<file path="src/rtl/fp_addsub_iter_pkg.sv">
// Shared types, default format widths and constant helpers for the iterative FP adder.
package fp_pkg;

  localparam int unsigned DEF_EXP_W = 8;
  localparam int unsigned DEF_MAN_W = 7;
  localparam int unsigned W         = 1 + DEF_EXP_W + DEF_MAN_W;
  localparam int unsigned XW        = DEF_MAN_W + 5;
  localparam int unsigned EXP_MAX   = (1 << DEF_EXP_W) - 1;
  localparam int unsigned BIAS      = (1 << (DEF_EXP_W - 1)) - 1;

  typedef enum logic [2:0] {
    S_IDLE  = 3'd0,
    S_ALIGN = 3'd1,
    S_ADD   = 3'd2,
    S_NORM  = 3'd3,
    S_ROUND = 3'd4,
    S_DONE  = 3'd5
  } state_e;

  // Canonical quiet NaN {0, all-ones exponent, 1, zeros}, right-aligned in 64 bits.
  function automatic logic [63:0] qnan(input int unsigned exp_w, input int unsigned man_w);
    logic [63:0] r;
    r = '0;
    for (int unsigned i = 0; i < exp_w; i++) r[man_w + i] = 1'b1;
    r[man_w - 1] = 1'b1;
    return r;
  endfunction

endpackage

</file>
<file path="src/rtl/fp_addsub_iter_if.sv">
// Operand/result handshake bundle for fp_addsub_iter.
interface fp_addsub_iter_if #(
  parameter int unsigned EXP_W = fp_pkg::DEF_EXP_W,
  parameter int unsigned MAN_W = fp_pkg::DEF_MAN_W
);
  localparam int unsigned OP_W = 1 + EXP_W + MAN_W;

  logic            in_valid;
  logic            in_ready;
  logic [OP_W-1:0] a;
  logic [OP_W-1:0] b;
  logic            sub;
  logic            out_valid;
  logic            out_ready;
  logic [OP_W-1:0] sum;
  logic            ovf;
  logic            unf;

  modport master (
    output in_valid, a, b, sub, out_ready,
    input  in_ready, out_valid, sum, ovf, unf
  );

  modport slave (
    input  in_valid, a, b, sub, out_ready,
    output in_ready, out_valid, sum, ovf, unf
  );
endinterface

</file>
<file path="src/rtl/fp_addsub_iter_unpack.sv">
// Splits an operand into fields and class flags; exp==0 inputs are flushed to signed zero.
module fp_unpack #(
  parameter int unsigned EXP_W = 8,
  parameter int unsigned MAN_W = 7
) (
  input  logic [EXP_W+MAN_W:0] op_i,
  output logic                 sign_o,
  output logic [EXP_W-1:0]     exp_o,
  output logic [MAN_W:0]       mant_o,
  output logic                 is_zero_o,
  output logic                 is_inf_o,
  output logic                 is_nan_o
);
  logic exp_ones;
  logic man_nz;

  assign sign_o    = op_i[EXP_W+MAN_W];
  assign exp_o     = op_i[EXP_W+MAN_W-1:MAN_W];
  assign exp_ones  = &exp_o;
  assign man_nz    = |op_i[MAN_W-1:0];
  assign is_zero_o = (exp_o == '0);
  assign is_inf_o  = exp_ones && !man_nz;
  assign is_nan_o  = exp_ones && man_nz;
  assign mant_o    = is_zero_o ? '0 : {1'b1, op_i[MAN_W-1:0]};
endmodule

</file>
<file path="src/rtl/fp_addsub_iter.sv">
// Iterative RNE floating-point add/subtract: one alignment or normalisation shift per cycle.
module fp_addsub_iter
  import fp_pkg::*;
#(
  parameter int unsigned EXP_W = DEF_EXP_W,
  parameter int unsigned MAN_W = DEF_MAN_W
) (
  input logic           clock,
  input logic           nreset,
  fp_addsub_iter_if.slave bus
);
  localparam int unsigned OP_W   = 1 + EXP_W + MAN_W;
  localparam int unsigned EXT_W  = MAN_W + 5;
  localparam int unsigned SH_MAX = MAN_W + 3;
  localparam int unsigned CNT_W  = $clog2(SH_MAX + 1);
  localparam int unsigned EMAX   = (1 << EXP_W) - 1;
  localparam logic [OP_W-1:0] QNAN = OP_W'(qnan(EXP_W, MAN_W));

  state_e           state_q, state_d;
  logic [EXT_W-1:0] big_q, big_d, sml_q, sml_d;
  logic             sgn_big_q, sgn_big_d, sgn_sml_q, sgn_sml_d;
  logic [EXP_W-1:0] exp_q, exp_d;
  logic [CNT_W-1:0] cnt_q, cnt_d;
  logic [OP_W-1:0]  sum_q, sum_d;
  logic             ovf_q, ovf_d, unf_q, unf_d, oval_q, oval_d;

  logic [OP_W-1:0]  b_eff;
  logic             a_s, b_s, a_z, b_z, a_i, b_i, a_n, b_n;
  logic [EXP_W-1:0] a_e, b_e;
  logic [MAN_W:0]   a_m, b_m;

  // Subtraction is folded into b's sign before classification.
  assign b_eff = {bus.b[OP_W-1] ^ bus.sub, bus.b[OP_W-2:0]};

  fp_unpack #(.EXP_W(EXP_W), .MAN_W(MAN_W)) u_unpack_a (
    .op_i(bus.a), .sign_o(a_s), .exp_o(a_e), .mant_o(a_m),
    .is_zero_o(a_z), .is_inf_o(a_i), .is_nan_o(a_n)
  );

  fp_unpack #(.EXP_W(EXP_W), .MAN_W(MAN_W)) u_unpack_b (
    .op_i(b_eff), .sign_o(b_s), .exp_o(b_e), .mant_o(b_m),
    .is_zero_o(b_z), .is_inf_o(b_i), .is_nan_o(b_n)
  );

  logic             a_ge;
  logic [EXP_W-1:0] diff, exp_inc, exp_dec;
  logic [EXT_W-1:0] add_res;
  logic             add_sgn;
  logic             inc;
  logic [MAN_W:0]   rnd;

  always_comb begin
    a_ge    = (a_e >= b_e);
    diff    = a_ge ? (a_e - b_e) : (b_e - a_e);
    exp_inc = exp_q + EXP_W'(1);
    exp_dec = exp_q - EXP_W'(1);
    add_res = big_q + sml_q;
    add_sgn = sgn_big_q;
    if (sgn_big_q != sgn_sml_q) begin
      if (big_q >= sml_q) begin
        add_res = big_q - sml_q;
      end else begin
        add_res = sml_q - big_q;
        add_sgn = sgn_sml_q;
      end
    end
    inc = big_q[2] && (big_q[1] || big_q[0] || big_q[3]);
    rnd = {1'b0, big_q[MAN_W+2:3]} + {{MAN_W{1'b0}}, inc};
  end

  always_comb begin
    state_d   = state_q;
    big_d     = big_q;
    sml_d     = sml_q;
    sgn_big_d = sgn_big_q;
    sgn_sml_d = sgn_sml_q;
    exp_d     = exp_q;
    cnt_d     = cnt_q;
    sum_d     = sum_q;
    ovf_d     = ovf_q;
    unf_d     = unf_q;
    oval_d    = oval_q;

    case (state_q)
      S_IDLE: begin
        if (bus.in_valid) begin
          ovf_d   = 1'b0;
          unf_d   = 1'b0;
          state_d = S_DONE;
          if (a_n || b_n || (a_i && b_i && (a_s != b_s))) sum_d = QNAN;
          else if (a_i)          sum_d = bus.a;
          else if (b_i)          sum_d = b_eff;
          else if (a_z && b_z)   sum_d = {a_s & b_s, {(OP_W-1){1'b0}}};
          else if (a_z)          sum_d = b_eff;
          else if (b_z)          sum_d = bus.a;
          else begin
            state_d   = S_ALIGN;
            exp_d     = a_ge ? a_e : b_e;
            big_d     = a_ge ? {1'b0, a_m, 3'b000} : {1'b0, b_m, 3'b000};
            sml_d     = a_ge ? {1'b0, b_m, 3'b000} : {1'b0, a_m, 3'b000};
            sgn_big_d = a_ge ? a_s : b_s;
            sgn_sml_d = a_ge ? b_s : a_s;
            cnt_d     = (diff > EXP_W'(SH_MAX)) ? CNT_W'(SH_MAX) : CNT_W'(diff);
          end
        end
      end

      S_ALIGN: begin
        if (cnt_q == '0) begin
          state_d = S_ADD;
        end else begin
          sml_d = {1'b0, sml_q[EXT_W-1:2], sml_q[1] | sml_q[0]};
          cnt_d = cnt_q - CNT_W'(1);
        end
      end

      S_ADD: begin
        if (add_res == '0) begin
          sum_d   = '0;
          oval_d  = 1'b1;
          state_d = S_DONE;
        end else begin
          big_d     = add_res;
          sgn_big_d = add_sgn;
          state_d   = S_NORM;
        end
      end

      S_NORM: begin
        if (big_q[EXT_W-1]) begin
          big_d = {1'b0, big_q[EXT_W-1:2], big_q[1] | big_q[0]};
          if (exp_q == EXP_W'(EMAX - 1)) begin
            sum_d   = {sgn_big_q, {EXP_W{1'b1}}, {MAN_W{1'b0}}};
            ovf_d   = 1'b1;
            oval_d  = 1'b1;
            state_d = S_DONE;
          end else begin
            exp_d   = exp_inc;
            state_d = S_ROUND;
          end
        end else if (big_q[EXT_W-2]) begin
          state_d = S_ROUND;
        end else if (exp_q == EXP_W'(1)) begin
          sum_d   = {sgn_big_q, {(OP_W-1){1'b0}}};
          unf_d   = 1'b1;
          oval_d  = 1'b1;
          state_d = S_DONE;
        end else begin
          big_d = {big_q[EXT_W-2:0], 1'b0};
          exp_d = exp_dec;
        end
      end

      S_ROUND: begin
        oval_d  = 1'b1;
        state_d = S_DONE;
        if (!rnd[MAN_W]) begin
          sum_d = {sgn_big_q, exp_q, rnd[MAN_W-1:0]};
        end else if (exp_q == EXP_W'(EMAX - 1)) begin
          sum_d = {sgn_big_q, {EXP_W{1'b1}}, {MAN_W{1'b0}}};
          ovf_d = 1'b1;
        end else begin
          sum_d = {sgn_big_q, exp_inc, {MAN_W{1'b0}}};
        end
      end

      // Specials enter DONE straight from IDLE with valid still low; it is raised here a cycle later.
      S_DONE: begin
        oval_d = 1'b1;
        if (oval_q && bus.out_ready) begin
          oval_d  = 1'b0;
          state_d = S_IDLE;
        end
      end

      default: begin
        oval_d  = 1'b0;
        state_d = S_IDLE;
      end
    endcase
  end

  always_ff @(posedge clock) begin
    if (!nreset) begin
      state_q   <= S_IDLE;
      big_q     <= '0;
      sml_q     <= '0;
      sgn_big_q <= 1'b0;
      sgn_sml_q <= 1'b0;
      exp_q     <= '0;
      cnt_q     <= '0;
      sum_q     <= '0;
      ovf_q     <= 1'b0;
      unf_q     <= 1'b0;
      oval_q    <= 1'b0;
    end else begin
      state_q   <= state_d;
      big_q     <= big_d;
      sml_q     <= sml_d;
      sgn_big_q <= sgn_big_d;
      sgn_sml_q <= sgn_sml_d;
      exp_q     <= exp_d;
      cnt_q     <= cnt_d;
      sum_q     <= sum_d;
      ovf_q     <= ovf_d;
      unf_q     <= unf_d;
      oval_q    <= oval_d;
    end
  end

  assign bus.in_ready  = (state_q == S_IDLE);
  assign bus.out_valid = oval_q;
  assign bus.sum       = sum_q;
  assign bus.ovf       = ovf_q;
  assign bus.unf       = unf_q;
endmodule

</file>
<file path="src/flat_wrapper.sv">
// flat-port wrapper written by rule: the top's interface ports become plain ports
module fp_addsub_iter_flat import fp_pkg::*;
#(
  parameter int unsigned EXP_W = DEF_EXP_W,
  parameter int unsigned MAN_W = DEF_MAN_W
)
  (clock, nreset, bus_in_valid, bus_a, bus_b, bus_sub, bus_out_ready, bus_in_ready, bus_out_valid, bus_sum, bus_ovf, bus_unf);
  fp_addsub_iter_if #(.EXP_W(EXP_W), .MAN_W(MAN_W)) bus_i ();
  input logic clock;
  input logic nreset;
  input wire logic [$bits(bus_i.in_valid)-1:0] bus_in_valid;
  input wire logic [$bits(bus_i.a)-1:0] bus_a;
  input wire logic [$bits(bus_i.b)-1:0] bus_b;
  input wire logic [$bits(bus_i.sub)-1:0] bus_sub;
  input wire logic [$bits(bus_i.out_ready)-1:0] bus_out_ready;
  output wire logic [$bits(bus_i.in_ready)-1:0] bus_in_ready;
  output wire logic [$bits(bus_i.out_valid)-1:0] bus_out_valid;
  output wire logic [$bits(bus_i.sum)-1:0] bus_sum;
  output wire logic [$bits(bus_i.ovf)-1:0] bus_ovf;
  output wire logic [$bits(bus_i.unf)-1:0] bus_unf;
  assign bus_i.in_valid = bus_in_valid;
  assign bus_i.a = bus_a;
  assign bus_i.b = bus_b;
  assign bus_i.sub = bus_sub;
  assign bus_i.out_ready = bus_out_ready;
  assign bus_in_ready = bus_i.in_ready;
  assign bus_out_valid = bus_i.out_valid;
  assign bus_sum = bus_i.sum;
  assign bus_ovf = bus_i.ovf;
  assign bus_unf = bus_i.unf;
  fp_addsub_iter #(.EXP_W(EXP_W), .MAN_W(MAN_W)) u_core (.clock(clock), .nreset(nreset), .bus(bus_i));
endmodule
</file>
<file path="config.mk">
export PLATFORM = sky130hd
export DESIGN_NAME = fp_addsub_iter_flat
export DESIGN_NICKNAME = d
export VERILOG_FILES = /design/src/rtl/fp_addsub_iter_pkg.sv /design/src/rtl/fp_addsub_iter_if.sv /design/src/rtl/fp_addsub_iter_unpack.sv /design/src/rtl/fp_addsub_iter.sv /design/src/flat_wrapper.sv
export SDC_FILE = /design/constraint.sdc
export NUM_CORES = 1
export LEC_CHECK = 0
export ABC_AREA = 1
export BUFFER_PORTS_ARGS = -buffer_cell sky130_fd_sc_hd__buf_2
export CAP_MARGIN = 20
export CORE_ASPECT_RATIO = 1.1
export CORE_MARGIN = 10
export CORE_UTILIZATION = 30
export DETAILED_ROUTE_END_ITERATION = 7
export PLACE_DENSITY = 0.44
export REMOVE_ABC_BUFFERS = 1
export SYNTH_ARGS = -nofsm -noshare
export SYNTH_HDL_FRONTEND = slang
export SYNTH_HIERARCHICAL = 1
export SYNTH_SLANG_ARGS = --single-unit
</file>
<file path="constraint.sdc">
create_clock -name clock -period 2.55 [get_ports clock]
set_input_delay 0.51 -clock clock [delete_from_list [all_inputs] [get_ports clock]]
set_output_delay 0.51 -clock clock [all_outputs]
set_load 0.05 [all_outputs]
</file>
Yosys cells after proc, flatten, opt, wreduce, memory -nomap -nowiden --
Cells that the tools add are included.
Storage, ports and cells: flip-flop bits (word level) 60, output and inout bits 20
Cells by class: add/sub/neg operators 9, order comparisons 3, eq/ne operators 35, mux-type cells 106, bitwise gates (word level) 11, reduce and logical (&&, ||, !) cells 42
Operators by type and width (number):
- $mux W12 | 20
- $mux W16 | 12
- $mux W8 | 13
- $pmux W16 S4 | 1
- $mux W3 | 13
- $mux W4 | 9
- $pmux W12 S3 | 1
- $reduce_and A11 Y1 | 3
- $mux W15 | 2
- $mux W1 | 24
- $ne A2 B2 Y1 const B | 12
- $pmux W12 S2 | 1
- $reduce_and A8 Y1 | 3
- $sub A12 B12 Y12 | 2
- $mux W10 | 2
- $pmux W3 S6 | 1
- $reduce_and A9 Y1 | 2
- $logic_not A8 Y1 | 2
- $pmux W8 S2 | 1
- $sub A8 B8 Y8 | 2
- $ne A2 B1 Y1 const B | 7
- $reduce_or A7 Y1 | 2
- $add A12 B12 Y12 | 1
- $ge A12 B12 Y1 | 1
- other kinds (39) | 69

Depth between registers and ports, before layout --
Gate-level depths: netlist of run 1.
word-level depth 12, gate-level depth with buffers 24, depth with buffers taken out 22

Cells and area by module --
Netlist of run 1, hierarchy kept.
By module, submodules not included:
- fp_addsub_iter | times used 1, cells each 1243, area each 7298.2 µm², seq. area each 1181.1 µm²
- fp_unpack | times used 2, cells each 51, area each 234.0 µm², seq. area each 0.0 µm²

Least setup slack after synthesis of run 1 --
No wires, ideal clock.
path type reg2reg, start register u_core.big_q[1], end register u_core.sum_q[10], in the netlist u_core/bus.sum[10], library setup time 63 ps, arrival time 2681 ps, slack -193 ps, stages on the path, launching flop included 22, path through dfxtp_1 > inv_1 > fa_1 > inv_2 > nand2_1 > nand2_2 > nand2_2 > nand2_1 > nand2_2 > nand3_2 > buf_6 > nand2_1 > nand3_2 > nand2_1 > nor2_2 > nand2_1 > nor2_2 > nand2_2 > a21boi_4 > buf_6 > nor2_2 > nor2_2
Between the ends: longest elaborated chain between the ends 6, elaborated cells between the ends (all ways) 15
RTL lines:
- from (decl) | line fp_addsub_iter.sv:20 | logic [EXT_W-1:0] big_q, big_d, sml_q, sml_d;
- from (signal assigned) | line fp_addsub_iter.sv:198 | big_q <= big_d;
- $sub A12 B12 Y12 (tied with other cells) | line fp_addsub_iter.sv:63 | add_res = sml_q - big_q;
- $mux W12 or $logic_or A1 B1 Y1 (tied branches) | line fp_addsub_iter.sv:60, fp_addsub_iter.sv:67
- $mux W12 or $logic_and A1 B1 Y1 (tied branches) | line fp_addsub_iter.sv:59, fp_addsub_iter.sv:67
- $logic_not A12 Y1 or $add A7 B1 Y8 (tied branches) | line fp_addsub_iter.sv:118, fp_addsub_iter.sv:68
- $ne A2 B1 Y1 (no line) or $mux W15 (tied branches)
- $reduce_and A7 Y1 (no line) or $pmux W16 S4 (tied branches)
- to (signal assigned) | line fp_addsub_iter.sv:204 | sum_q <= sum_d;
- to (decl) | line fp_addsub_iter.sv:24 | logic [OP_W-1:0] sum_q, sum_d;
Several ways; a longest one is shown, not always the timed one. A chain may end at the register's enable or synchronous reset.

Worst setup path after layout of run 1 --
start register u_core.big_q[0], end register u_core.sum_q[3], in the netlist u_core/bus.sum[3]
Same word-level chain as after synthesis.

==> results of run 1 <==
-- area by class of cell --
cell class	count	area (sq um)
flip-flops and latches	59	1200
multi-input cells	1023	6110
clock inverters	6	111
inverters	203	764
well taps	346	433
fillers	2780	14000
clock buffers	10	239
repair buffers	347	2600
-- worst register-to-register path, stage by stage (launching register included) --
cell and delay (ns):
dfxtp_2 0.34, inv_2 0.05, ha_4 0.16, fa_2 0.36, inv_2 0.08, nand2_2 0.06, nand2_4 0.07, nand2_4 0.06
a21oi_4 0.18, nor2_4 0.09, nand2_1 0.06, nand2_1 0.07, nand2_2 0.09, nand2_2 0.08, nor2_4 0.12, nand2_2 0.07
nor2_4 0.16, nand2_4 0.10, a21boi_4 0.21, buf_12 0.19, nor2_4 0.04, nor2_2 0.08
-- sequential cells by signal, indices dropped and copies added (netlist names) --
| register | flops |
|---|---|
| u_core/bus.sum | 16 |
| u_core/big_q | 12 |
| u_core/sml_q | 11 |
| u_core/exp_q | 8 |
| u_core/cnt_q | 4 |
| u_core/state_q | 3 |
| u_core/bus.out_valid | 1 |
| u_core/bus.ovf | 1 |
| u_core/bus.unf | 1 |
| u_core/sgn_big_q | 1 |
| u_core/sgn_sml_q | 1 |
-- cells in the mapped netlist, types with 2 or more instances --
| master | count |
|---|---|
| nor4_1 | 8 |
| ha_1 | 55 |
| nand4_1 | 27 |
| a21boi_0 | 2 |
| nand2_4 | 2 |
| nor2_2 | 28 |
| buf_4 | 22 |
| a31o_2 | 2 |
| dfxtp_1 | 59 |
| o22ai_1 | 5 |
| nor2_4 | 3 |
| a211oi_1 | 3 |
| inv_2 | 10 |
| nor3_1 | 17 |
| buf_1 | 3 |
| o211ai_1 | 7 |
| buf_6 | 7 |
| o2111ai_1 | 2 |
| fa_1 | 5 |
| o21bai_1 | 3 |
| nand2_1 | 351 |
| xnor2_1 | 6 |
| o221ai_1 | 7 |
| o21ai_0 | 76 |
| nor2_1 | 161 |
| clkbuf_1 | 19 |
| nand3_1 | 84 |
| or2_2 | 2 |
| xor2_1 | 17 |
| a21oi_1 | 88 |
| a22oi_1 | 2 |
| nand3b_1 | 5 |
| nand3_2 | 3 |
| a2111oi_0 | 2 |
| a221oi_1 | 6 |
| a31oi_1 | 13 |
| o21ai_1 | 2 |
| nand2_2 | 7 |
| buf_2 | 13 |
| inv_1 | 192 |
-- power groups by stage --
stage	combinational, mW	clock, mW	sequential [mW]
floorplan	6.01	0	2.01
global placement	11.3	0	1.59
detailed placement	11.3	0	1.60
CTS	12.5	1.49	1.60
global route	14.6	1.53	1.72
finish	13.4	1.45	1.67
-- per-layer routing --
layer  vias to the layer above  global-route usage (%)  part of all wire, %
li1                       4931                       -                    -
met1                      4384                    22.1                   43
met2                       223                    34.9                   50
met3                        64                    2.04                  3.2
met4                         0                    7.77                  4.1
met5                         -                       0                    0
-- worst max-delay path by stage --
| stage | slack, ns | startpoint | to |
|---|---|---|---|
| 4_1_cts | -0.29 | u_core/big_q[0] | u_core/bus.sum[14] |
| 3_5_place_dp | -0.40 | u_core/big_q[0] | u_core/bus.sum[10] |
| 5_1_grt | -0.42 | u_core/big_q[0] | u_core/state_q[2] |
| 6_report | -0.24 | u_core/big_q[0] | u_core/bus.sum[3] |
| 3_3_place_gp | -0.38 | u_core/big_q[0] | u_core/bus.sum[10] |
| 2_1_floorplan | -0.93 | bus_a[7] | u_core/cnt_q[1] |
-- stage by stage --
stage / TNS [ns] / hold slack (ns)
final: -6.65 / 0.460
after CTS: -8.59 / 0.465
after global placement: -13.92 / 0.448
after floorplan: -22.05 / 0.445
after global routing: -11.46 / 0.476
after detailed placement: -15.56 / 0.453
-- kinds of logic (layout without fill, tap and decap cells) --
group / count (synthesis) / count (layout) / synth area share, %
flops: 59 / 59 / 15.2
xor+xnor: 24 / 24 / 2.95
mux: 1 / 1 / 0.290
simple gates: 703 / 707 / 39.2
buf+inv: 267 / 566 / 14.9
compound gates: 231 / 231 / 17.4
fa+ha+maj: 60 / 60 / 10.1
-- timing repair --
action,4_1_cts,5_1_grt
pin swaps,27,54
buffers inserted,13,6
endpoints found under the setup margin,32,50
gates resized for setup,66,127
gates cloned,6,0
==> impl_results.md, run 1 <==
* Outcome: finished, violations left
* Failing checks: setup timing
* Post-synth EDFFs at 0
* Die height at 189 um
* Psw at about 8.6 mW
* CTS tree: built
* Worst r2r dst: u_core/bus.sum[3]
* Critical path startpoint category: register
* Clock power share at 8.8%
* Total CTS buffers at 9
* Crit path max fanout at 8
* Clock Sink Count at roughly 60
* Final worst slack at -0.242 ns
* Critical Path Stages at 21
* Synth Cell Area at 0.00777 sq mm
* FFs w/ async S/R, synth at 0%
* Place WS at -0.402 ns
* Initial drt markers at approximately 500
* Total GRT Usage at between 10% and 20%
* Slew headroom at a little over half
* Non-filler instance count after layout at between 1500 and 2000
* Routed WL at roughly 33 mm
* Crit Path Class: reg -> reg
* Seq pwr share at about a tenth
* Die area at between 0.03 and 0.04 sq mm
* Peak supply drop at ~0.59 mV
* Commonest non-fill, non-tap cell in the layout: nand2_1
* Die width at ~170 um
* WL per Instance at 16.3 um
* CP top delay family: simple AND/OR/NAND/NOR gates
* Number of synthesized register bits at 59
* Row Count at 61
* CTS root buf: clkbuf_16
* RSZ-0062 raised after global routing: yes
* Final hold vios at 0
* Overall Power at between 15 and 20 mW
* CP Data Arrival Time at between 3 and 4 ns
* Combinational power share at between 80 and 90%
* Synth top area share at 17.0%
* First-pass iteration count of the detailed router at 8
* Internal reg-to-reg setup slack at -0.24 ns
* Largest net degree at the start of global routing at 37
* Fin area at between 0.01 and 0.015 sq mm
* Post-layout net count at roughly 1700
* Final setup violation count at 32
* Worst-path cell chain: inv_2 -> ha_4 -> fa_2 -> inv_2 -> nand2_2 -> nand2_4 -> nand2_4 -> a21oi_4 -> nor2_4 -> nand2_1 -> nand2_1 -> nand2_2 -> nand2_2 -> nor2_4 -> nand2_2 -> nor2_4 -> nand2_4 -> a21boi_4 -> buf_12 -> nor2_4 -> nor2_2
* Final Wtd Congestion at a little over 0.9
* Bufs and invs on worst path at 3
* Hold Path Class: reg -> reg
* Residual DRC count at 0
* Slowest library cell on the worst path: fa_2
* Pwr Density at between 1000 and 1500 mW/mm^2
* H-tree levels at 3
* Worst Clk Skew at ~0.0068 ns
* Most frequent cells in the layout: nand2_1, buf_4, inv_1
* IO Pins at 57
* Worst reg2reg startpoint: u_core/big_q[0]
* Total core area at around 0.025 sq mm
* Starting Density at a little under a third
* CTS Buffer Depth at 2
* Post-DP HPWL at approximately 27 mm
* Layout cells sized above 1 at approximately a third
* Top cells by area, synth: nand2_1, dfxtp_1, inv_1
* Syn Inst Count at between 1000 and 1500
* Via count at slightly below 10000
* WHS Endpoint: u_core/bus.unf
* Yosys warning count at 6
* Util after Layout at ~45%
* Vias in the first global route at 9418
* Crit end category: register
* Internal power at ~8 mW
* Synth area leader: nand2_1
* Post-route ant nets at 0
* Worst hold path depth at 2
* Largest stage delay, worst path at 0.36 ns
* Cell Area, Placed at 0.0102 sq mm
* Data required, critical path at 2.83 ns
* Dpl cells at about 2000
* # hold bufs at CTS at 0
* Worst Tran Pin Value at 0.690 ns
* I/O Buffers at 56
* Diodes inserted at 0
* First-pass GRT wire length at between 50 and 60 mm
* Slew Limit Fails at 0
* Avg Cell Area, Syn at 5.77 sq um
* Primary FF master, synth: dfxtp_1
* Sequential element share of the synthesized area at between 15 and 20%
* Maximum achievable frequency at approximately 0.36 GHz
* Max capacitance violation total at 0
* R2R depth at 21
* Switching share of power at 51.7%
* P_leak at roughly 5.8 nW
* Clk_lat worst skew at ~0.34 ns
* Hold Path Origin: u_core/bus.unf
* Distinct cells, synth at between 50 and 60
* Fin crit period at 2.79 ns
* Initial antenna violation count at 0
* Vias per cell at just under 5
* Gr ovfl total at 0
* Clock-pin transition on the worst setup and hold timing paths at 0.06 ns
* Area growth, synth to finish at 47.6%
* Final worst-path cycle share at 109%
(Power assumes the default switching activity.)
==> run 2: changes to the inputs <==
--- a/config.mk
+++ b/config.mk
@@ -12,6 +12,7 @@
 export CORE_MARGIN = 10
 export CORE_UTILIZATION = 30
 export DETAILED_ROUTE_END_ITERATION = 7
+export GPL_TIMING_DRIVEN = 0
 export PLACE_DENSITY = 0.44
 export REMOVE_ABC_BUFFERS = 1
 export SYNTH_ARGS = -nofsm -noshare
==> run 2 against run 1 <==
  * The run still ends with setup timing left
  * Final cell count is 9.8% lower
  * Count of clock-buffer cells in the layout is 2 higher
  * First-iteration DRC count is 16% higher
  * Highest routed layer unchanged
==> impl_results.md, run 2 (same netlist as run 1, synthesis figures left out) <==
* Post-route ant nets at 0 (unchanged)
* Largest net degree at the start of global routing at 38 (+2.7%)
* Max reg flops at 16 (unchanged)
* I/O Buffers at 56 (unchanged)
* Crit path max fanout at 8 (unchanged)
* Starting Density at 30.6% (unchanged)
* Overall Power at 15.3 mW (-7.5%)
* Fin area at 0.0102 sq mm (-11%)
* Slew Limit Fails at 0 (unchanged)
* Non-filler instance count after layout at 1799 (-9.8%)
* Gr ovfl total at 0 (unchanged)
* Max capacitance violation total at 0 (unchanged)
* Layout cells sized above 1 at 28.1% (-5.5 points)
* Final worst-path cycle share at 114% (+4.7 points)
* Critical path startpoint category: register
* Vias in the first global route at 8747 (-7.1%)
* IO Pins at 57 (unchanged)
* Clk_lat worst skew at 0.34 ns (about the same)
* Die height at 189 um (unchanged)
* CTS Buffer Depth at 2 (unchanged)
* Vias per cell at 4.99 (+3.7%)
* Clock Sink Count at 59 (unchanged)
* First-pass GRT wire length at 48.7 mm (-3.5%)
* Via count at 8983 (-6.4%)
* Final worst slack at -0.362 ns (-0.120 ns)
* Diodes inserted at 0 (unchanged)
* Data required, critical path at 2.77 ns (-0.06 ns)
* Area growth, synth to finish at 31.8%
* CP Data Arrival Time at 3.14 ns (+0.07 ns)
* Hold Path Class: reg -> reg
* P_leak at 4.86 nW (-16%)
* Total CTS buffers at 9 (unchanged)
* Initial antenna violation count at 0 (unchanged)
* CTS tree: built
* # hold bufs at CTS at 0 (unchanged)
* Commonest non-fill, non-tap cell in the layout: nand2_1
* Row Count at 61 (unchanged)
* Die area at 0.0327 sq mm (unchanged)
* Crit end category: register
* Final setup violation count at 32 (unchanged)
* Fin crit period at 2.91 ns (+0.120 ns)
* RSZ-0062 raised after global routing: yes
* Dpl cells at 1686 (-14%)
* Internal reg-to-reg setup slack at -0.36 ns (-0.12 ns)
* Outcome: finished, violations left
* Crit Path Class: reg -> reg
* Initial drt markers at 576 (+16%)
* Routed WL at 31.6 mm (-3.0%)
* First-pass iteration count of the detailed router at 5 (-3)
* Final Wtd Congestion at 0.956 (+2.8%)
* Clock-pin transition on the worst setup and hold timing paths at 0.05 ns (about the same)
* Slew headroom at 34.7% (-19 points)
* Pwr Density at 1490 mW/mm^2 (+3.5%)
* Post-DP HPWL at 23.7 mm (-11%)
* H-tree levels at 3 (unchanged)
* Residual DRC count at 0 (unchanged)
* TNS Setup at -9.24 ns (-2.59 ns)
* Worst Tran Pin Value at 0.979 ns (+0.289 ns)
* CTS root buf: clkbuf_16
* Worst Clk Skew at 0.0124 ns (+0.00556 ns)
* Most frequent cells in the layout: nand2_1, inv_1, nor2_1
* Final hold vios at 0 (unchanged)
* Total GRT Usage at 18.6% (-0.49 points)
* Total core area at 0.0254 sq mm (unchanged)
* WL per Instance at 17.6 um (+7.5%)
* Maximum achievable frequency at 0.343 GHz (-4.1%)
* Peak supply drop at 0.824 mV (+39%)
* Cell Area, Placed at 0.00813 sq mm (-20%)
* Die width at 173 um (unchanged)
* Failing checks: setup timing
* Post-layout net count at 1545 (-11%)
run 2: cell count changes in the layout (fill, tap and decap cells not counted), moves of 10 or more:
| cell | change |
|---|---|
| dfxtp_4 | +10 |
| buf_4 | -197 |
| dfxtp_1 | -12 |
| nand2_1 | -12 |
| inv_1 | -16 |
run 2: area by class of cell:
class                      count  area [sq um]
clock buffer                  12           256
clock inverter                 4          72.6
fill                        2841         15200
inverter                     203           800
multi-input combinational   1022          6300
sequential                    59          1240
tap                          346           433
timing repair buffer         151          1120
timing repair inverter         2          15.0
run 2: worst paths after layout:
| check | cells after the start | endpoint | from |
|---|---|---|---|
| setup / recovery | 19 | u_core/big_q[4] | u_core/big_q[10] |
| hold reg to reg | 2 | u_core/bus.unf | u_core/bus.unf |
| setup reg to reg | 19 | u_core/big_q[4] | u_core/big_q[10] |
| hold / removal | 2 | u_core/bus.unf | u_core/bus.unf |
run 2: repair_timing:
action,CTS,global route
resized for setup,143,152
setup endpoints to repair,57,55
gates cloned,6,0
buffers inserted,45,48
pin swaps,43,66
run 2: critical path, stage by stage (launching register included):
cell and delay (ns):
dfxtp_4 0.39, clkinvlp_4 0.14, ha_4 0.35, nand2_1 0.08, nor2_2 0.16, nand2_1 0.10, a21oi_4 0.14, nor2_4 0.08
buf_6 0.12, nand2_2 0.05, nand2_2 0.07, mux2i_4 0.18, nand3_2 0.12, nor2_4 0.19, buf_6 0.14, nand3_4 0.17
nand3_4 0.18, nand2_1 0.08, inv_1 0.05, nor2_1 0.03
run 2: routing by layer:
| layer | part of all wire [%] | GRT usage, % |
|---|---|---|
| met5 | 0 | 0 |
| met3 | 3.6 | 2.38 |
| met4 | 4.4 | 9.26 |
| met1 | 43 | 22.2 |
| met2 | 49 | 32.1 |
run 2: stage by stage:
| step | hold WS (ns) | worst slack [ns] | util (%) |
|---|---|---|---|
| 5_1_grt | 0.489 | -0.523 | 40.3 |
| 3_5_place_dp | 0.456 | -2.11 | 32.0 |
| 3_3_place_gp | 0.452 | -3.03 | 31.8 |
| 6_report | 0.457 | -0.362 | 40.3 |
| 4_1_cts | 0.464 | -0.443 | 37.2 |
| 2_1_floorplan | 0.445 | -0.926 | - |
run 2: where the power goes:
part,switching (mW),total [mW],internal (mW),leakage [nW]
clock,0.458,1.37,0.908,0.159
sequential,0.501,1.85,1.35,0.498
combinational,7.43,12.1,4.64,4.20
==> run 3: changes to the inputs <==
--- a/config.mk
+++ b/config.mk
@@ -7,15 +7,13 @@
 export LEC_CHECK = 0
 export ABC_AREA = 1
 export BUFFER_PORTS_ARGS = -buffer_cell sky130_fd_sc_hd__buf_2
-export CAP_MARGIN = 20
+export CAP_MARGIN = 10
 export CORE_ASPECT_RATIO = 1.1
 export CORE_MARGIN = 10
 export CORE_UTILIZATION = 30
 export DETAILED_ROUTE_END_ITERATION = 7
 export GPL_TIMING_DRIVEN = 0
 export PLACE_DENSITY = 0.44
-export REMOVE_ABC_BUFFERS = 1
 export SYNTH_ARGS = -nofsm -noshare
 export SYNTH_HDL_FRONTEND = slang
-export SYNTH_HIERARCHICAL = 1
 export SYNTH_SLANG_ARGS = --single-unit
==> run 3 against run 2 <==
  * The run still ends with setup timing left
  * Clock power barely moved
  * Combinational power is 6% higher
  * Via count is 6.0% lower
  * Highest routed layer unchanged
  * Critical path type unchanged
  * Largest cell class unchanged
  * Critical endpoint is now u_core.bus.sum[5]
  * Global-route usage rose by 0.58 points
  * Worst setup slack improved by 0.016 ns
==> impl_results.md, run 3 <==
* Synth Cell Area at 0.00719 sq mm (-7.4%)
* Via count at 8440 (-6.0%)
* Max reg flops at 16 (unchanged)
* Worst reg2reg startpoint: u_core.big_q[0]
* Synth area leader: dfxtp_1
* Total CTS buffers at 9 (unchanged)
* I/O Buffers at 55 (-1.8%)
* Worst r2r dst: u_core.bus.sum[5]
* Gr ovfl total at 0 (unchanged)
* Starting Density at 30.4% (-0.12 points)
* Synthesized-area fraction occupied by adder cells at 11.0% (+0.81 points)
* Synth Area in Compound Gates at 20.7% (+3.4 points)
* Post-synth top cells: nand2_1, inv_1, a21oi_1, nor2_1, nand3_1
* Hold Path Origin: u_core.bus.sum[14]
* Avg Cell Area, Syn at 5.83 sq um (+0.90%)
* Slew headroom at 55.0% (+20 points)
* Post-synthesis simple-gate area fraction at 34.4% (-4.8 points)
* Seq. cell area at 0.00123 sq mm (-1.2%)
* CP Data Arrival Time at 3.13 ns (about the same)
* Worst Clk Skew at 0.0146 ns (+0.00216 ns)
* Post-DP HPWL at 24.1 mm (+1.4%)
* Top cells by area, synth: dfxtp_1, nand2_1, ha_1
* Crit end category: register
* FFs w/ async S/R, synth at 0% (unchanged)
* Row Count at 59 (-3.3%)
* WHS Endpoint: u_core.bus.sum[14]
* CTS Buffer Depth at 2 (unchanged)
* Slew Limit Fails at 0 (unchanged)
* Initial antenna violation count at 0 (unchanged)
* Commonest non-fill, non-tap cell in the layout: nand2_1
* Outcome: finished, violations left
* P_leak at 4.68 nW (-3.7%)
* Multi-input logic area at 0.00584 sq mm (-7.3%)
* Die width at 168 um (-3.3%)
* Final setup violation count at 32 (unchanged)
* XOR/XNOR Fraction of Synth Area at 3.52% (+0.57 points)
* Crit Path Class: reg -> reg
* Total core area at 0.0236 sq mm (-7.1%)
* Diodes inserted at 0 (unchanged)
* Vias per cell at 5.05 (+1.1%)
* Mux share of post-synthesis cell area at 0% (-0.29 points)
* Number of synthesized register bits at 59 (unchanged)
* Fin crit period at 2.90 ns (-0.0156 ns)
* CTS root buf: clkbuf_16
* Largest net degree at the start of global routing at 13 (-66%)
* Cell Area, Placed at 0.00790 sq mm (-2.8%)
* Distinct cells, synth at 46 (-22%)
* RSZ-0062 raised after global routing: yes
* Failing checks: setup timing
* Yosys warning count at 0 (-6)
* Primary FF master, synth: dfxtp_1
* R2R depth at 24 (+5)
* Largest family of logic cells by synthesized area: simple AND/OR/NAND/NOR gates
* WL per Instance at 18.2 um (+3.8%)
* Die height at 182 um (-3.4%)
* Area growth, synth to finish at 35.1%
* Residual DRC count at 0 (unchanged)
* Layout cells sized above 1 at 27.7% (-0.35 points)
* Vias in the first global route at 8208 (-6.2%)
* Internal reg-to-reg setup slack at -0.35 ns (+0.02 ns)
* Final worst-path cycle share at 114% (-0.61 points)
* Clk_lat worst skew at 0.35 ns (about the same)
* Fill count at 2645 (-6.9%)
* Fin area at 0.00971 sq mm (-5.2%)
* Final worst slack at -0.346 ns (+0.0156 ns)
* Count leader, synth: nand2_1
* CTS tree: built
* Peak supply drop at 0.785 mV (-4.8%)
* Clock-pin transition on the worst setup and hold timing paths at 0.06 ns (about the same)
* Critical path startpoint category: register
* Hold Path Class: reg -> reg
* Initial drt markers at 406 (-30%)
* Data required, critical path at 2.78 ns (about the same)
* First-pass GRT wire length at 46.8 mm (-3.9%)
* Sequential element share of the synthesized area at 16.4% (+1.2 points)
* Max capacitance violation total at 0 (unchanged)
* Routed WL at 30.5 mm (-3.6%)
* Syn Nets at about 1300
* Pwr Density at 1640 mW/mm^2 (+9.9%)
* Clock Sink Count at 59 (unchanged)
* WHS at 0.469 ns (+0.0123 ns)
* IO Pins at 57 (unchanged)
* Worst hold path depth at 2 (unchanged)
* Most frequent cells in the layout: nand2_1, inv_1, a21oi_1
* Maximum achievable frequency at 0.345 GHz (+0.54%)
* Final hold vios at 0 (unchanged)
* Total GRT Usage at 19.2% (+0.58 points)
* Worst Tran Pin Value at 0.674 ns (-0.304 ns)
* Post-route ant nets at 0 (unchanged)
* Post-synth EDFFs at 0 (unchanged)
* Die area at 0.0306 sq mm (-6.6%)
* First-pass iteration count of the detailed router at 5 (unchanged)
* Syn Inst Count at 1234 (-8.3%)
* Post-layout net count at 1459 (-5.6%)
* Crit path max fanout at 6 (-2)
* Final Wtd Congestion at 0.917 (-4.1%)
* Synth top area share at 16.4% (-0.54 points)
* H-tree levels at 3 (unchanged)
-- run 3: where the power goes --
| part | total, mW | switching [mW] | internal [mW] |
|---|---|---|---|
| registers | 1.81 | 0.443 | 1.37 |
| logic | 12.8 | 7.90 | 4.86 |
| clock network | 1.37 | 0.505 | 0.862 |
| total | 15.9 | 8.85 | 7.10 |
-- run 3: kinds of logic after synthesis --
group / count (synthesis)
AOI/OAI and AO/OA: 260
xor gates and xnor gates: 28
adders and majority gates: 60
buffers and inverters: 245
DFF: 59
and+or+nand+nor: 582
-- run 3: stage by stage --
stage                     cells  utilization [%]  TNS (ns)  power (mW)  setup WS, ns
after global routing       1672             41.1    -15.09        17.3        -0.508
after floorplan            1234                -    -0.152        8.32       -0.0227
after CTS                  1635             37.3    -10.48        14.1        -0.348
after detailed placement   1594             33.4    -34.57        10.9        -0.778
final                      1672             41.1     -9.92        15.9        -0.346
after global placement     1594             33.4    -34.63        10.9        -0.778
-- run 3: area by class of cell --
type                            count  share of cell area (%)
Inverter                          197                    7.76
Clock inverter                      7                    1.03
Tap cell                          305                    3.93
Sequential cell                    59                    12.7
Timing Repair Buffer              121                    8.70
Buffer                             44                    3.47
Clock buffer                        9                    2.32
Multi-Input combinational cell    930                    60.1
-- run 3: what timing repair did --
| item | CTS | global route |
|---|---|---|
| pin swaps | 27 | 39 |
| setup buffers | 23 | 39 |
| cloned | 4 | 0 |
| hold buffers | 0 | 0 |
| endpoints found under the setup margin | 56 | 57 |
| gates resized for setup | 117 | 156 |
-- run 3: per-layer routing --
metal | vias up | GRT usage [%] | part of all wire, % | wire length [um]
li1 | 4295 | - | - | -
met1 | 3906 | 22.7 | 42 | 12900
met2 | 191 | 33.9 | 50 | 15300
met3 | 48 | 2.15 | 3.4 | 1030
met4 | 0 | 8.47 | 4.0 | 1220
met5 | - | 0 | 0 | 0
-- run 3: critical path, stage by stage, from the launching register on --
cell and delay, ns:
dfxtp_2 0.33, inv_2 0.07, ha_4 0.15, inv_4 0.03
fa_2 0.35, nand2_2 0.10, nand3_4 0.09, nand2_4 0.11
nand2_2 0.06, nand2_2 0.07, nand3_4 0.09, buf_8 0.16
nand2_2 0.07, nand2_2 0.07, nand2_2 0.08, nand2_4 0.07
nor2_4 0.11, nand2_2 0.07, nor2_4 0.14, nand2_2 0.08
nand2_4 0.13, buf_6 0.15, nand3_2 0.08, nand2_2 0.08
nor2_1 0.04
-- run 3: worst max-delay path by stage --
stage / from / end / slack, ns / cells past startpoint
2_1_floorplan: u_core.big_q[0] / u_core.bus.out_valid / -0.02 / 24
4_1_cts: u_core.big_q[0] / u_core.big_q[7] / -0.35 / 22
5_1_grt: u_core.big_q[0] / u_core.bus.sum[9] / -0.51 / 24
3_5_place_dp: u_core.sml_q[1] / u_core.bus.sum[7] / -0.78 / 20
3_3_place_gp: u_core.sml_q[1] / u_core.bus.sum[7] / -0.78 / 20
6_report: u_core.big_q[0] / u_core.bus.sum[5] / -0.35 / 24
